`src/rtl/hilo_muldiv_unit.sv`:
```
// Multiply/divide unit owning the architectural HI/LO registers.
// Multiplies complete after MULT_STAGES cycles; divides use a 32-step restoring shift-subtract.
module hilo_muldiv_unit #(
  parameter int MULT_STAGES = 2,
  parameter int DIV_CYCLES  = 32
) (
  input  logic        clk,
  input  logic        reset,
  input  logic        clk_enable,
  input  logic        start,
  input  logic [2:0]  op,
  input  logic [31:0] rs_val,
  input  logic [31:0] rt_val,
  output logic        busy,
  output logic [31:0] hi,
  output logic [31:0] lo
);

  typedef enum logic [1:0] {S_IDLE, S_MUL, S_DIV} state_t;

  localparam logic [2:0] OP_MULT  = 3'b000;
  localparam logic [2:0] OP_MULTU = 3'b001;
  localparam logic [2:0] OP_DIV   = 3'b010;
  localparam logic [2:0] OP_DIVU  = 3'b011;
  localparam logic [2:0] OP_MTHI  = 3'b100;
  localparam logic [2:0] OP_MTLO  = 3'b101;

  localparam logic [5:0] MUL_LAST = 6'(MULT_STAGES - 1);
  localparam logic [5:0] DIV_LAST = 6'(DIV_CYCLES - 1);

  state_t      state_q, state_d;
  logic [5:0]  cnt_q, cnt_d;
  logic        busy_q, busy_d;
  logic [31:0] hi_q, hi_d, lo_q, lo_d;
  logic [31:0] a_q, a_d, b_q, b_d;
  logic        sgn_q, sgn_d;
  logic [31:0] rem_q, rem_d, quo_q, quo_d, dvs_q, dvs_d;

  logic [63:0] ext_a, ext_b, prod;
  logic [32:0] rem_sh;
  logic        fits;
  logic [31:0] rem_nx, quo_nx;
  logic        q_neg, r_neg;
  logic [31:0] quo_fin, rem_fin;
  logic        acc_sgn;

  // Multiply: sign-extend to 64 bits so a single 64-bit product covers both forms.
  always_comb begin
    ext_a = {{32{sgn_q & a_q[31]}}, a_q};
    ext_b = {{32{sgn_q & b_q[31]}}, b_q};
    prod  = ext_a * ext_b;
  end

  // One restoring divide step; quotient bits shift in from the bottom of quo_q
  // while dividend bits shift out of its top into the partial remainder.
  always_comb begin
    rem_sh  = {rem_q, quo_q[31]};
    fits    = (rem_sh >= {1'b0, dvs_q});
    rem_nx  = fits ? 32'(rem_sh - {1'b0, dvs_q}) : rem_sh[31:0];
    quo_nx  = {quo_q[30:0], fits};
    q_neg   = sgn_q & (a_q[31] ^ b_q[31]);
    r_neg   = sgn_q & a_q[31];
    quo_fin = q_neg ? -quo_nx : quo_nx;
    rem_fin = r_neg ? -rem_nx : rem_nx;
  end

  always_comb begin
    state_d = state_q;
    cnt_d   = cnt_q;
    hi_d    = hi_q;
    lo_d    = lo_q;
    a_d     = a_q;
    b_d     = b_q;
    sgn_d   = sgn_q;
    rem_d   = rem_q;
    quo_d   = quo_q;
    dvs_d   = dvs_q;
    acc_sgn = ~op[0];
    if (clk_enable) begin
      case (state_q)
        S_IDLE: if (start) begin
          case (op)
            OP_MTHI: hi_d = rs_val;
            OP_MTLO: lo_d = rs_val;
            OP_MULT, OP_MULTU: begin
              a_d     = rs_val;
              b_d     = rt_val;
              sgn_d   = acc_sgn;
              cnt_d   = MUL_LAST;
              state_d = S_MUL;
            end
            OP_DIV, OP_DIVU: begin
              a_d     = rs_val;
              b_d     = rt_val;
              sgn_d   = acc_sgn;
              rem_d   = 32'd0;
              quo_d   = (acc_sgn & rs_val[31]) ? -rs_val : rs_val;
              dvs_d   = (acc_sgn & rt_val[31]) ? -rt_val : rt_val;
              cnt_d   = DIV_LAST;
              state_d = S_DIV;
            end
            default: ;
          endcase
        end
        S_MUL: begin
          if (cnt_q == 6'd0) begin
            {hi_d, lo_d} = prod;
            state_d      = S_IDLE;
          end else begin
            cnt_d = cnt_q - 6'd1;
          end
        end
        S_DIV: begin
          rem_d = rem_nx;
          quo_d = quo_nx;
          if (cnt_q == 6'd0) begin
            // Divide by zero still takes the full latency, then reports the dividend.
            if (b_q == 32'd0) begin
              hi_d = a_q;
              lo_d = 32'hFFFF_FFFF;
            end else begin
              hi_d = rem_fin;
              lo_d = quo_fin;
            end
            state_d = S_IDLE;
          end else begin
            cnt_d = cnt_q - 6'd1;
          end
        end
        default: state_d = S_IDLE;
      endcase
    end
    busy_d = (state_d != S_IDLE);
  end

  always_ff @(posedge clk or posedge reset) begin
    if (reset) begin
      state_q <= S_IDLE;
      cnt_q   <= 6'd0;
      busy_q  <= 1'b0;
      hi_q    <= 32'd0;
      lo_q    <= 32'd0;
      a_q     <= 32'd0;
      b_q     <= 32'd0;
      sgn_q   <= 1'b0;
      rem_q   <= 32'd0;
      quo_q   <= 32'd0;
      dvs_q   <= 32'd0;
    end else begin
      state_q <= state_d;
      cnt_q   <= cnt_d;
      busy_q  <= busy_d;
      hi_q    <= hi_d;
      lo_q    <= lo_d;
      a_q     <= a_d;
      b_q     <= b_d;
      sgn_q   <= sgn_d;
      rem_q   <= rem_d;
      quo_q   <= quo_d;
      dvs_q   <= dvs_d;
    end
  end

  assign busy = busy_q;
  assign hi   = hi_q;
  assign lo   = lo_q;

endmodule

```
`config.mk`:
```
export PLATFORM = sky130hd
export DESIGN_NAME = hilo_muldiv_unit
export DESIGN_NICKNAME = d
export VERILOG_FILES = /design/src/rtl/hilo_muldiv_unit.sv
export SDC_FILE = /design/constraint.sdc
export NUM_CORES = 2
export LEC_CHECK = 0
export BUFFER_PORTS_ARGS = -buffer_cell sky130_fd_sc_hd__buf_2
export CORE_ASPECT_RATIO = 1.5
export CORE_MARGIN = 4
export CORE_UTILIZATION = 60
export DETAILED_ROUTE_END_ITERATION = 10
export MAX_ROUTING_LAYER = met4
export PLACE_DENSITY = 0.82
export SYNTH_ARGS = -nofsm -noshare
export SYNTH_HDL_FRONTEND = slang
export SYNTH_SLANG_ARGS = --single-unit
```
`constraint.sdc`:
```
create_clock -name clk -period 25.5 [get_ports clk]
set_clock_uncertainty 0.2 [all_clocks]
set_input_delay 1.275 -clock clk [delete_from_list [all_inputs] [get_ports clk]]
set_output_delay 1.275 -clock clk [all_outputs]
set_load 0.05 [all_outputs]
```
==> run metrics <==
root cell of the clock tree=sky130_fd_sc_hd__clkbuf_16; number of search-and-repair iterations in the first detailed-routing pass=9; Critical Setup Path Class=flop to flop; kind of end point of the critical path=flop; buffer and inverter count on the worst path=10; list of most frequent post-synthesis cells=1,195 x sky130_fd_sc_hd__inv_1, 1,155 x sky130_fd_sc_hd__nand2_1, 1,126 x sky130_fd_sc_hd__fa_1; start of the worst register-to-register path=a_q[31]; DIE WIDTH=roughly 250 µm; Total Negative Setup Slacks=0 ns; global-route wire length before repair=approximately 260,000 µm; total of hold buffers inserted after clock tree synthesis=0; most repeated cell in the gate-level netlist after synthesis=sky130_fd_sc_hd__inv_1; GP Congestion=between 1 and 1.5; cell area after synthesis=around 54,000 µm²; wirelength, routed=roughly 160,000 µm; status=completed; post-layout util=between 60% and 70%; DRT iter0 DRCs=3,804; Starting Density=60.57%; Achievable Freq=103.0 MHz; share of Yosys cell area claimed by the top area cell type=a little over two fifths; final worst path period share=38.06%; flop and latch count out of synthesis=between 200 and 250; clock input transition at the sequential cells of the worst setup and hold paths=about 0.07 ns; main flop type after synthesis=sky130_fd_sc_hd__dfrtp_1; smallest setup slack after layout=15.79 ns; critical path startpoint category=flop; Top Ports=~140; register area share after synthesis=a little over a tenth; busiest metal layer after global routing=met2; later-pin clock latency in the skew report=0.56 ns; post-synthesis async set-or-reset flop share=between 90% and 100%; critical path's largest stage delay=a little under 0.9 ns; Min Clock Period, post-route=approximately 9.7 ns; max-cap violations=0; Total Die Area=95,000 µm²; # nets final=between 7k and 8k; Post-synth EDFFs=0; placed wire-length estimate after detailed placement=around 130,000 µm; CTS tree=yes; met2 demand-to-capacity share in global routing=between 50% and 60%; GRT Overall Usage=between 30% and 40%; Via density=roughly 6.1; area growth from synthesis to layout=3.974%; TritonCTS buffer count=25; total vias in the final route=44.27k; number of warnings reported in the yosys synthesis log=0; remaining antenna violation count after routing=0; slack of the worst reg-to-reg path=between 15 and 20 ns; slew at the pin with the worst max-slew slack=1.290 ns; cell row count=between 100 and 150; library cell occupying the most area in the post-synthesis netlist=sky130_fd_sc_hd__fa_1; leading cell types by total area after synthesis=sky130_fd_sc_hd__fa_1 42%, sky130_fd_sc_hd__dfrtp_1 11%, sky130_fd_sc_hd__inv_1 8.3%, sky130_fd_sc_hd__nand2_1 8.0%, sky130_fd_sc_hd__ha_1 5.9%; critical path's top delay family=adder cells; Fillers=7,375; Max-slew headroom=between 10% and 20%; vias in the first global route=a little under 50k; Reg area=approximately 5900 µm²; count of instances resized after the clock tree is built=0; min-delay src=a_q[9]; post-synthesis cell type count=97; I/O Buffers=135; total core area=a little under 90,000 µm²; worst endpoint required time=about 26 ns; area used by multi-input combinational logic=roughly 42,000 µm²; total gr overflow=0; Global Route met1 Usage=roughly 39%; number of endpoints with negative hold slack in the final report=0; wire length per cell=approximately 22 µm; post-detailed-route DRC marker count=0; critical path's slowest cell=sky130_fd_sc_hd__fa_1; pins over their slew limit=0; crit path DAT=just under 10 ns; crit path max fanout=54; number of H-tree levels=1; met3 demand-to-capacity share in global routing=5.723%; Min-Delay Path Class=flop to flop; Post-Synthesis Net Count=around 7.7k; number of buffers on the longest clock path=3; post-CTS setup-driven buffer insertion count=0; clock sink count=about 230; setup repair after global routing missed its margin=no; timing startpoint of the critical path=a_q[31]; number of instances in the synthesized netlist=6,264; synthesized area per cell=8.624 µm²; height of the die=around 380 µm; pin count of the biggest net entering global routing=approximately 140; Post-Place Setup Slack=15.92 ns; layout cells sized above 1=under 10%; initial antenna violation count=9; number of setup violations in the final report=0
-- logic make-up (layout without fill, tap and decap cells) --
group,after synthesis,count (layout),synth area share (%)
AND/OR/NAND/NOR,2027,2027,17.15
AO/OA/AOI/OAI,796,796,9.450
multiplexers,27,27,0.5142
flip-flops,234,234,10.84
adder cells (fa/ha/maj),1381,1381,47.63
other,0,8,0
buffers and inverters,1605,1459,11.27
XOR/XNOR,194,194,3.145
-- sequential cells by signal, summed over array words and instances, names as in the netlist --
signal / cells
hi: 32
b_q: 32
a_q: 32
state_q: 2
cnt_q: 6
sgn_q: 1
lo: 32
dvs_q: 32
quo_q: 32
busy: 1
rem_q: 32
-- metal layers --
layer | share of wire [%] | vias to the layer above
met5 | 0 | -
met4 | 8.3 | 0
met3 | 8.4 | 826
met2 | 50 | 2375
met1 | 33 | 22330
li1 | - | 18740
-- final cells by class --
type / instances / area share, %
Clock buffer: 32 / 1.250
Multi-Input combinational cell: 4425 / 75.00
Timing Repair Buffer: 218 / 2.312
Clock inverter: 12 / 0.3854
Sequential cell: 234 / 10.43
Antenna cell: 8 / 0.03564
Inverter: 1197 / 8.012
Tap cell: 1156 / 2.575
-- final timing paths --
| kind | to | depth (start not counted) |
|---|---|---|
| max in group asynchronous | b_q[25] | 3 |
| max reg2reg | hi[31] | 32 |
| min reg2reg | a_q[9] | 2 |
| min in group asynchronous | state_q[0] | 2 |
| min | a_q[9] | 2 |
| max | hi[31] | 32 |
-- stage by stage --
stage / cells / hold slack (ns) / cell area (µm²)
5_1_grt: 7276 / 0.2951 / 56160
6_report: 7282 / 0.2760 / 56170
2_1_floorplan: 6264 / 0.2498 / 54020
3_3_place_gp: 7230 / 0.2582 / 55230
4_1_cts: 7274 / 0.2789 / 56150
3_5_place_dp: 7230 / 0.2639 / 55230
-- placed cells by master (no fill, tap or decap), types with 32 or more instances in the layout --
cell / n
sky130_fd_sc_hd__nand3_1: 47
sky130_fd_sc_hd__a31oi_1: 35
sky130_fd_sc_hd__dfrtp_1: 230
sky130_fd_sc_hd__nor2_1: 215
sky130_fd_sc_hd__xnor2_1: 115
sky130_fd_sc_hd__ha_1: 252
sky130_fd_sc_hd__buf_2: 135
sky130_fd_sc_hd__a21oi_1: 204
sky130_fd_sc_hd__inv_1: 1194
sky130_fd_sc_hd__and2_1: 357
sky130_fd_sc_hd__nor3_1: 46
sky130_fd_sc_hd__nand2_1: 1154
sky130_fd_sc_hd__xor2_1: 79
sky130_fd_sc_hd__a221oi_1: 39
sky130_fd_sc_hd__o21ai_0: 233
sky130_fd_sc_hd__and3_1: 34
sky130_fd_sc_hd__buf_4: 83
sky130_fd_sc_hd__nor4_1: 32
sky130_fd_sc_hd__a21o_1: 50
sky130_fd_sc_hd__fa_1: 1126
sky130_fd_sc_hd__o31ai_1: 51
-- worst min-delay path: stages, from the launching register on --
cell and delay (ns):
sky130_fd_sc_hd__dfrtp_1 0.34, sky130_fd_sc_hd__nand2_1 0.05, sky130_fd_sc_hd__nand2_1 0.05
Power is not shown: default switching activity piles up to over one toggle a cycle in this logic, so the estimate is an artifact.
